## src/rtl/mul_div_sequencer.sv

```systemverilog
// Fixed-latency iterative multiplier/divider: one shift-add or restoring
// shift-subtract step per cycle, with sign fix-ups folded into the final edge.
module mul_div_sequencer #(
  parameter int WIDTH = 32
) (
  input  logic             CLK,
  input  logic             RESET,
  input  logic             Start,
  input  logic [1:0]       MCycleOp,
  input  logic [WIDTH-1:0] Operand1,
  input  logic [WIDTH-1:0] Operand2,
  output logic [WIDTH-1:0] Result1,
  output logic [WIDTH-1:0] Result2,
  output logic             Busy,
  output logic             Done
);

  localparam int CW = (WIDTH > 1) ? $clog2(WIDTH) : 1;
  localparam logic [CW-1:0] CNT_LAST = CW'(WIDTH - 1);
  localparam logic [CW-1:0] CNT_ONE  = CW'(1);

  typedef enum logic [1:0] {
    IDLE    = 2'b00,
    COMPUTE = 2'b01,
    DONE    = 2'b10
  } state_t;

  state_t             state_r, state_next_s;
  logic [CW-1:0]      count_r;
  logic [2*WIDTH-1:0] acc_r, acc_step_s, acc_load_s, prod_s;
  logic [WIDTH-1:0]   mcand_r, mcand_load_s;
  logic [WIDTH-1:0]   abs1_s, abs2_s, res1_s, res2_s, res1_r, res2_r;
  logic [WIDTH:0]     add_s, shift_s, diff_s;
  logic               is_div_r, neg_main_r, neg_rem_r, div_zero_r;
  logic               neg_main_s, neg_rem_s, sgn_s;
  logic               start_take_s, last_s;
  logic               busy_r, done_r;

  function automatic logic [WIDTH-1:0] abs_val(input logic [WIDTH-1:0] v, input logic signed_en);
    logic [WIDTH-1:0] r;
    if (signed_en && v[WIDTH-1]) begin
      r = -v;
    end else begin
      r = v;
    end
    return r;
  endfunction

  // State register
  always_ff @(posedge CLK or posedge RESET) begin
    if (RESET) begin
      state_r <= IDLE;
    end else begin
      state_r <= state_next_s;
    end
  end

  // Next-state decode; a new request is only taken outside COMPUTE
  always_comb begin
    state_next_s = state_r;
    start_take_s = 1'b0;
    last_s       = (count_r == CNT_LAST);
    case (state_r)
      IDLE, DONE: begin
        if (Start) begin
          state_next_s = COMPUTE;
          start_take_s = 1'b1;
        end else begin
          state_next_s = IDLE;
        end
      end
      COMPUTE: begin
        if (last_s) begin
          state_next_s = DONE;
        end else begin
          state_next_s = COMPUTE;
        end
      end
      default: state_next_s = IDLE;
    endcase
  end

  // Operand conditioning: magnitudes into the datapath, signs kept for the fix-up
  always_comb begin
    sgn_s      = ~MCycleOp[0];
    abs1_s     = abs_val(Operand1, sgn_s);
    abs2_s     = abs_val(Operand2, sgn_s);
    neg_main_s = sgn_s & (Operand1[WIDTH-1] ^ Operand2[WIDTH-1]);
    if (MCycleOp[1]) begin
      acc_load_s   = {{WIDTH{1'b0}}, abs1_s};
      mcand_load_s = abs2_s;
      neg_rem_s    = sgn_s & Operand1[WIDTH-1];
    end else begin
      acc_load_s   = {{WIDTH{1'b0}}, abs2_s};
      mcand_load_s = abs1_s;
      neg_rem_s    = 1'b0;
    end
  end

  // One iteration plus the sign fix-up applied to the last iteration's value
  always_comb begin
    add_s   = {1'b0, acc_r[2*WIDTH-1:WIDTH]};
    shift_s = {acc_r[2*WIDTH-1:WIDTH], acc_r[WIDTH-1]};
    diff_s  = shift_s - {1'b0, mcand_r};
    if (is_div_r) begin
      if (!diff_s[WIDTH]) begin
        acc_step_s = {diff_s[WIDTH-1:0], acc_r[WIDTH-2:0], 1'b1};
      end else begin
        acc_step_s = {shift_s[WIDTH-1:0], acc_r[WIDTH-2:0], 1'b0};
      end
    end else begin
      if (acc_r[0]) begin
        add_s = {1'b0, acc_r[2*WIDTH-1:WIDTH]} + {1'b0, mcand_r};
      end else begin
        add_s = {1'b0, acc_r[2*WIDTH-1:WIDTH]};
      end
      acc_step_s = {add_s, acc_r[WIDTH-1:1]};
    end

    if (neg_main_r) begin
      prod_s = -acc_step_s;
    end else begin
      prod_s = acc_step_s;
    end

    if (is_div_r) begin
      // Divide-by-zero quotient is pinned; remainder fix-up restores Operand1 on its own
      if (div_zero_r) begin
        res1_s = {WIDTH{1'b1}};
      end else if (neg_main_r) begin
        res1_s = -acc_step_s[WIDTH-1:0];
      end else begin
        res1_s = acc_step_s[WIDTH-1:0];
      end
      if (neg_rem_r) begin
        res2_s = -acc_step_s[2*WIDTH-1:WIDTH];
      end else begin
        res2_s = acc_step_s[2*WIDTH-1:WIDTH];
      end
    end else begin
      res1_s = prod_s[WIDTH-1:0];
      res2_s = prod_s[2*WIDTH-1:WIDTH];
    end
  end

  // Datapath: latch on accept, iterate in COMPUTE, publish results on the last step
  always_ff @(posedge CLK or posedge RESET) begin
    if (RESET) begin
      count_r    <= {CW{1'b0}};
      acc_r      <= {(2*WIDTH){1'b0}};
      mcand_r    <= {WIDTH{1'b0}};
      is_div_r   <= 1'b0;
      neg_main_r <= 1'b0;
      neg_rem_r  <= 1'b0;
      div_zero_r <= 1'b0;
      res1_r     <= {WIDTH{1'b0}};
      res2_r     <= {WIDTH{1'b0}};
    end else if (start_take_s) begin
      count_r    <= {CW{1'b0}};
      acc_r      <= acc_load_s;
      mcand_r    <= mcand_load_s;
      is_div_r   <= MCycleOp[1];
      neg_main_r <= neg_main_s;
      neg_rem_r  <= neg_rem_s;
      div_zero_r <= (Operand2 == {WIDTH{1'b0}});
    end else if (state_r == COMPUTE) begin
      count_r <= count_r + CNT_ONE;
      acc_r   <= acc_step_s;
      if (last_s) begin
        res1_r <= res1_s;
        res2_r <= res2_s;
      end
    end
  end

  // Registered status flags track the state being entered
  always_ff @(posedge CLK or posedge RESET) begin
    if (RESET) begin
      busy_r <= 1'b0;
      done_r <= 1'b0;
    end else begin
      busy_r <= (state_next_s == COMPUTE);
      done_r <= (state_next_s == DONE);
    end
  end

  assign Result1 = res1_r;
  assign Result2 = res2_r;
  assign Busy    = busy_r;
  assign Done    = done_r;

endmodule

```

## config.mk

```make
export PLATFORM = sky130hd
export DESIGN_NAME = mul_div_sequencer
export DESIGN_NICKNAME = d
export VERILOG_FILES = /design/src/rtl/mul_div_sequencer.sv
export SDC_FILE = /design/constraint.sdc
export NUM_CORES = 1
export LEC_CHECK = 0
export BUFFER_PORTS_ARGS = -buffer_cell sky130_fd_sc_hd__buf_2
export CAP_MARGIN = 20
export CORE_AREA = 4 4 233 235
export CTS_BUF_LIST = sky130_fd_sc_hd__clkbuf_4
export DETAILED_ROUTE_END_ITERATION = 6
export DIE_AREA = 0 0 237 239
export GPL_TIMING_DRIVEN = 0
export PLACE_DENSITY = 0.49
export SLEW_MARGIN = 20
export SYNTH_ARGS = -nofsm -noshare
export SYNTH_HDL_FRONTEND = slang
export SYNTH_SLANG_ARGS = --single-unit
```

## constraint.sdc

```tcl
create_clock -name CLK -period 5.6 [get_ports CLK]
set_input_delay 0.28 -clock CLK [delete_from_list [all_inputs] [get_ports CLK]]
set_output_delay 0.28 -clock CLK [all_outputs]
set_load 0.05 [all_outputs]
```

# After elaboration in Yosys (flattened, before gate mapping)

Index checks and enable logic that the tools add are counted.

Multiplexer cells: 23
Add/subtract/negate cells: 8
Equal/unequal tests: 5
Bitwise gates (word level): 5
Reductions and logical operators: 7

Operator list:

| cell                                                            | count |
|---|---|
| 64-bit two-way mux                                              | 5 |
| 32-bit two-way mux                                              | 9 |
| 32-bit negation                                                 | 4 |
| 64-bit negation                                                 | 1 |
| 32-bit by 32-bit adder with 33-bit output                       | 1 |
| 33-bit two-way mux                                              | 1 |
| 33-bit by 32-bit subtractor with 33-bit output                  | 1 |
| 32-bit logical NOT                                              | 1 |
| 5-bit two-way mux                                               | 2 |
| 5-bit by 1-bit adder with 5-bit output, second input constant   | 1 |
| 5-bit == test, second input constant                            | 1 |
| 2-bit by 1-bit == test with 1-bit output, second input constant | 2 |
| 2-bit == test, second input constant                            | 2 |
| 1-bit two-way mux                                               | 4 |
| 2-bit one-hot mux with 2 select lines                           | 1 |
| 3-bit AND reduction                                             | 1 |
| 1-bit AND                                                       | 2 |
| 1-bit logical AND                                               | 2 |
| 2-bit logical NOT                                               | 1 |
| 2-bit two-way mux                                               | 1 |
| 1-bit inverter                                                  | 2 |
| 2-bit nonzero test                                              | 1 |
| 2-bit OR reduction                                              | 1 |
| 1-bit XOR                                                       | 1 |

Register bits after elaboration: 173
Bits of input ports: 69

# Logic depth before layout (Yosys ltp)

Depth after elaboration: 7
Mapped depth: 24
Depth with buffers taken out: 21

# Worst setup path after synthesis

Ideal clock, no wire load.

Path kind: reg2reg
Start: register acc_r[31]
End: register res2_r[28], in the netlist Result2[28]
Library setup time: 127 ps
Cell stages (with the launch flop): 24
Data arrival time: 4847 ps
Path buffers: 3
Slack: 626 ps
Cells stage by stage: dfrtp_1 -> inv_1 -> ha_1 -> inv_1 -> fa_1 -> a211oi_2 -> o211ai_1 -> nand4_1 -> a21oi_1 -> a211o_2 -> buf_6 -> buf_6 -> a31oi_1 -> ha_1 -> or3b_2 -> nor2_1 -> nand3_1 -> or3_1 -> or2_2 -> and2_1 -> clkbuf_1 -> and3_1 -> a21oi_1 -> nand3b_1

Longest elaborated chain between the ends: 6
Elaborated cells between the ends (all ways): 8
Those cells by class: add/sub: 3; mux: 5

Ends and longest elaborated chain:

| item                                                            | line     | RTL |
|---|---|---|
| from (decl)                                                     | 30       | `logic [2*WIDTH-1:0] acc_r, acc_step_s, acc_load_s, prod_s;` |
| from (signal assigned)                                          | 150      | `acc_r <= {(2*WIDTH){1'b0}};` |
| from (signal assigned)                                          | 160      | `acc_r <= acc_load_s;` |
| from (signal assigned)                                          | 168      | `acc_r <= acc_step_s;` |
| 33-bit by 32-bit subtractor with 33-bit output                  | 104      | `diff_s = shift_s - {1'b0, mcand_r};` |
| 64-bit two-way mux                                              | 106      | `if (!diff_s[WIDTH]) begin` |
| 64-bit two-way mux *                                            | 105      | `if (is_div_r) begin` |
| 64-bit negation / 32-bit negation (equally long branches)       | 121, 136 |  |
| 64-bit two-way mux / 32-bit two-way mux (equally long branches) | 120, 135 |  |
| 32-bit two-way mux *                                            | 126      | `if (is_div_r) begin` |
| to (signal assigned)                                            | 157      | `res2_r <= {WIDTH{1'b0}};` |
| to (signal assigned)                                            | 171      | `res2_r <= res2_s;` |
| to (decl)                                                       | 32       | `logic [WIDTH-1:0] abs1_s, abs2_s, res1_s, res2_s, res1_r, res2_r;` |

Every way passes the cells marked *; elsewhere a longest branch is shown, timed or not.
A chain may end at the register's enable or synchronous reset.

# Worst setup path after layout

Start: register is_div_r
End: register res2_r[31], in the netlist Result2[31]

Longest elaborated chain between the ends: 4
Elaborated cells between the ends (all ways): 6
Those cells by class: add/sub: 2; mux: 4

Ends and longest elaborated chain:

| item                                                            | line     | RTL |
|---|---|---|
| from (decl)                                                     | 34       | `logic is_div_r, neg_main_r, neg_rem_r, div_zero_r;` |
| from (signal assigned)                                          | 162      | `is_div_r <= MCycleOp[1];` |
| 64-bit two-way mux                                              | 105      |  |
| 64-bit negation / 32-bit negation (equally long branches)       | 121, 136 |  |
| 64-bit two-way mux / 32-bit two-way mux (equally long branches) | 120, 135 |  |
| 32-bit two-way mux *                                            | 126      |  |

Marks and branches as above.

==> load_flow_metrics.sql <==
INSERT INTO impl_metrics (metric_group, metric, value, unit) VALUES
('run_status', 'outcome', 'finished, final reports clean', ''),
('synthesis', 'synth-seq-area-share', '28.0', '%'),
('sta', 'post-route-min-period', '5430', 'ps'),
('layout', 'multi_input_gate_area', '0.0104', 'mm2'),
('layout', 'layout.cells.most_common', 'sky130_fd_sc_hd__nand2_1', ''),
('global_routing', 'grt_max_degree', '104', ''),
('floorplanning', 'placement_rows', '84', ''),
('sta', 'post-route-period-util', '96.9', '%'),
('synthesis', 'flops_latches_synth', '173', ''),
('clock_network', 'ctsRootBufferMaster', 'sky130_fd_sc_hd__clkbuf_4', ''),
('sta', 'tightestPinTransition', '1040', 'ps'),
('worst_setup_path', 'rr_startpoint', 'is_div_r', ''),
('sta', 'fin_hold_ws', '70.4', 'ps'),
('global_routing', 'first_pass_grt_wire_length', '95600', 'um'),
('layout', 'nets_final', '2340', ''),
('synthesis', 'synth-warning-count', '0', ''),
('global_routing', 'overflow', '0', ''),
('layout', 'area_growth_syn_to_layout', '15.6', '%'),
('synthesis', 'postSynthNetCount', '2140', ''),
('worst_setup_path', 'worstPathRequired', '6230', 'ps'),
('clock_network', 'tritoncts_clock_tree', 'yes', ''),
('clock_network', 'clkLatencyLatePin', '760', 'ps'),
('worst_setup_path', 'worstSetupPathType', 'flip-flop to flip-flop', ''),
('synthesis', 'post_synth.cell_area_avg', '7.74', 'um2'),
('sta', 'timing_max_transition_violations_final', '0', ''),
('hold_path', 'timing.hold.worst_path_depth', '4', ''),
('worst_setup_path', 'critical_path_arrival', '6060', 'ps'),
('place', 'io_buffer_count', '133', ''),
('place', 'detailed_place_hpwl', '51900', 'um'),
('clock_network', 'cts_buffer_depth', '2', ''),
('global_routing', 'grt_pass1_vias', '15478', ''),
('worst_setup_path', 'worst-r2r-cell-count', '13', ''),
('layout', 'stdcell_area', '0.0179', 'mm2'),
('drt', 'drt-initial-drc-count', '1358', ''),
('layout', 'register_area', '0.00433', 'mm2'),
('sta', 'hold_violations', '0', ''),
('clock_network', 'clock_sinks', '173', ''),
('floorplanning', 'initial_utilization', '29.6', '%'),
('place', 'place_area', '0.0170', 'mm2'),
('worst_setup_path', 'cp-end-kind', 'flip-flop', ''),
('worst_setup_path', 'start_kind', 'flip-flop', ''),
('layout', 'fillers', '5594', ''),
('clock_network', 'cts.clk_slew.worst_paths', '180', 'ps'),
('hold_path', 'holdCritPathClass', 'input pin to flip-flop', ''),
('synthesis', 'yosys.cell_types.count', '95', ''),
('sta', 'finClkSkew', '42.3', 'ps'),
('drt', 'ant_nets', '0', ''),
('layout', 'layout.core_utilization', '34.2', '%'),
('floorplanning', 'die_span_in_x', '237', 'um'),
('synthesis', 'synth-async-reset-ratio', '100', '%'),
('synthesis', 'synthesis.area', '0.0155', 'mm2'),
('hold_path', 'holdCritStartpoint', 'Operand2[16]', ''),
('floorplanning', 'dieHeight', '239', 'um'),
('sta', 'setup_tns', '0', 'ps'),
('global_routing', 'antenna_found_initial', '2', ''),
('drt', 'wl_per_cell', '21.9', 'um'),
('drt', 'dr_total_vias', '16086', ''),
('floorplanning', 'die_area', '0.0566', 'mm2'),
('sta', 'setup_viol', '0', ''),
('drt', 'residual_drc_count', '0', ''),
('worst_setup_path', 'critical_path_peak_fanout', '10', ''),
('layout', 'layout_common_cells', 'sky130_fd_sc_hd__nand2_1 (247), sky130_fd_sc_hd__o21ai_0 (196), sky130_fd_sc_hd__a21oi_1 (188)', ''),
('layout', 'layout-drive-gt1-share', '11.8', '%'),
('sta', 'highest_clock_rate', '0.184', 'GHz'),
('floorplanning', 'io-pin-count', '135', ''),
('worst_setup_path', 'critPathLaunch', 'is_div_r', ''),
('clock_network', 'cts_bufs_inserted', '17', ''),
('place', 'place.gp.congestion', '0.926', ''),
('drt', 'finalWirelength', '63600', 'um'),
('floorplanning', 'placeableCoreArea', '0.0522', 'mm2'),
('synthesis', 'synthFlopType', 'sky130_fd_sc_hd__dfrtp_1', ''),
('sta', 'timing.max_slew.rel_slack', '30.4', '%'),
('drt', 'detail_route.first_pass.iterations', '5', ''),
('drt', 'via_per_inst', '5.54', ''),
('global_routing', 'grtUsageTotal', '22.0', '%'),
('synthesis', 'postSynthCellCount', '1999', ''),
('job', 'maxCapViolCount', '0', ''),
('synthesis', 'synth-edff-count', '0', ''),
('clock_network', 'htree_num_levels', '4', '');
==> logic make-up (layout without fill, tap and decap cells) <==
kind of cell / Yosys count / count (layout) / synth area share [%]
compound gates: 696 / 696 / 29.0
xor+xnor: 142 / 142 / 8.04
fa+ha+maj: 72 / 72 / 5.92
buf+inv: 199 / 412 / 5.24
flops: 173 / 173 / 28.0
mux: 49 / 49 / 3.19
other cells: 0 / 1 / 0
simple gates: 668 / 668 / 20.7
==> synthesized netlist by cell type (24+ instances only) <==
library cell,count,area [um2]
sky130_fd_sc_hd__xnor2_1,84,736
sky130_fd_sc_hd__nand3_1,46,230
sky130_fd_sc_hd__mux2i_1,47,470
sky130_fd_sc_hd__dfrtp_1,173,4330
sky130_fd_sc_hd__nand2_1,248,931
sky130_fd_sc_hd__o31ai_1,35,263
sky130_fd_sc_hd__a211oi_1,24,180
sky130_fd_sc_hd__a21oi_1,191,956
sky130_fd_sc_hd__a21o_1,41,308
sky130_fd_sc_hd__ha_1,70,876
sky130_fd_sc_hd__clkbuf_1,95,357
sky130_fd_sc_hd__o21ai_0,196,981
sky130_fd_sc_hd__xor2_1,58,508
sky130_fd_sc_hd__nor2_1,161,604
sky130_fd_sc_hd__nand4_1,29,181
sky130_fd_sc_hd__nor3_1,42,210
sky130_fd_sc_hd__o211ai_1,58,435
sky130_fd_sc_hd__inv_1,71,267
==> path summary, 6_finish.rpt <==
check	endpoint	slack (ps)
max	Result2[31]	170
min	acc_r[16]	70
max reg2reg	Result2[31]	170
min reg2reg	Result2[23]	490
max in group asynchronous	mcand_r[7]	4480
min in group asynchronous	Result2[28]	110
==> metal layers <==
metal	up-vias	global-route usage (%)	routed length, um	share of wire, %
met5	-	0	0	0
met4	0	7.84	1880	2.9
met3	84	2.62	3070	4.8
met2	520	35.8	29200	46
met1	7818	30.2	29500	46
li1	7664	-	-	-
==> per-stage QoR <==
| stage | std cells | setup slack (ps) |
|---|---|---|
| floorplan | 1999 | 626 |
| detailed placement | 2821 | -1190 |
| global route | 2901 | -1.95 |
| global placement | 2820 | -1550 |
| finish | 2901 | 171 |
| CTS | 2897 | 20.9 |
==> final cells by class <==
class,count,area share [%]
well taps,688,4.82
inverters,72,1.55
diodes,1,0.0140
flip-flops and latches,173,24.2
multi-input cells,1627,58.3
clock inverters,13,0.826
repair buffers,182,6.45
plain buffers,126,3.05
clock buffers,19,0.798
==> state kept, by name, summed over array words and instances, names as in the netlist <==
register    cells
Busy            1
Done            1
Result1        32
Result2        32
acc_r          64
count_r         5
div_zero_r      1
is_div_r        1
mcand_r        32
neg_main_r      1
neg_rem_r       1
state_r         2
==> critical path, stage by stage (launching register included) <==
cell                       delay (ps)
sky130_fd_sc_hd__dfrtp_1          350
sky130_fd_sc_hd__clkbuf_1         320
sky130_fd_sc_hd__clkbuf_2         450
sky130_fd_sc_hd__buf_2            470
sky130_fd_sc_hd__buf_2            420
sky130_fd_sc_hd__buf_2            390
sky130_fd_sc_hd__buf_2            360
sky130_fd_sc_hd__buf_1            810
sky130_fd_sc_hd__o311ai_0         400
sky130_fd_sc_hd__o41ai_2          240
sky130_fd_sc_hd__nand4_1          230
sky130_fd_sc_hd__or4_4            470
sky130_fd_sc_hd__a221oi_2         260
sky130_fd_sc_hd__nand3_1          110
==> repair_timing <==
action                                  in CTS  in global routing
buffers inserted                             5                  3
gates resized for setup                     17                  9
endpoints found under the setup margin      42                 18
hold buffers                                40                  0
pin swaps                                    3                  3
endpoints found under the hold margin       96                  0
Power is not shown: default switching activity piles up to over one toggle a cycle in this logic, so the estimate is an artifact.
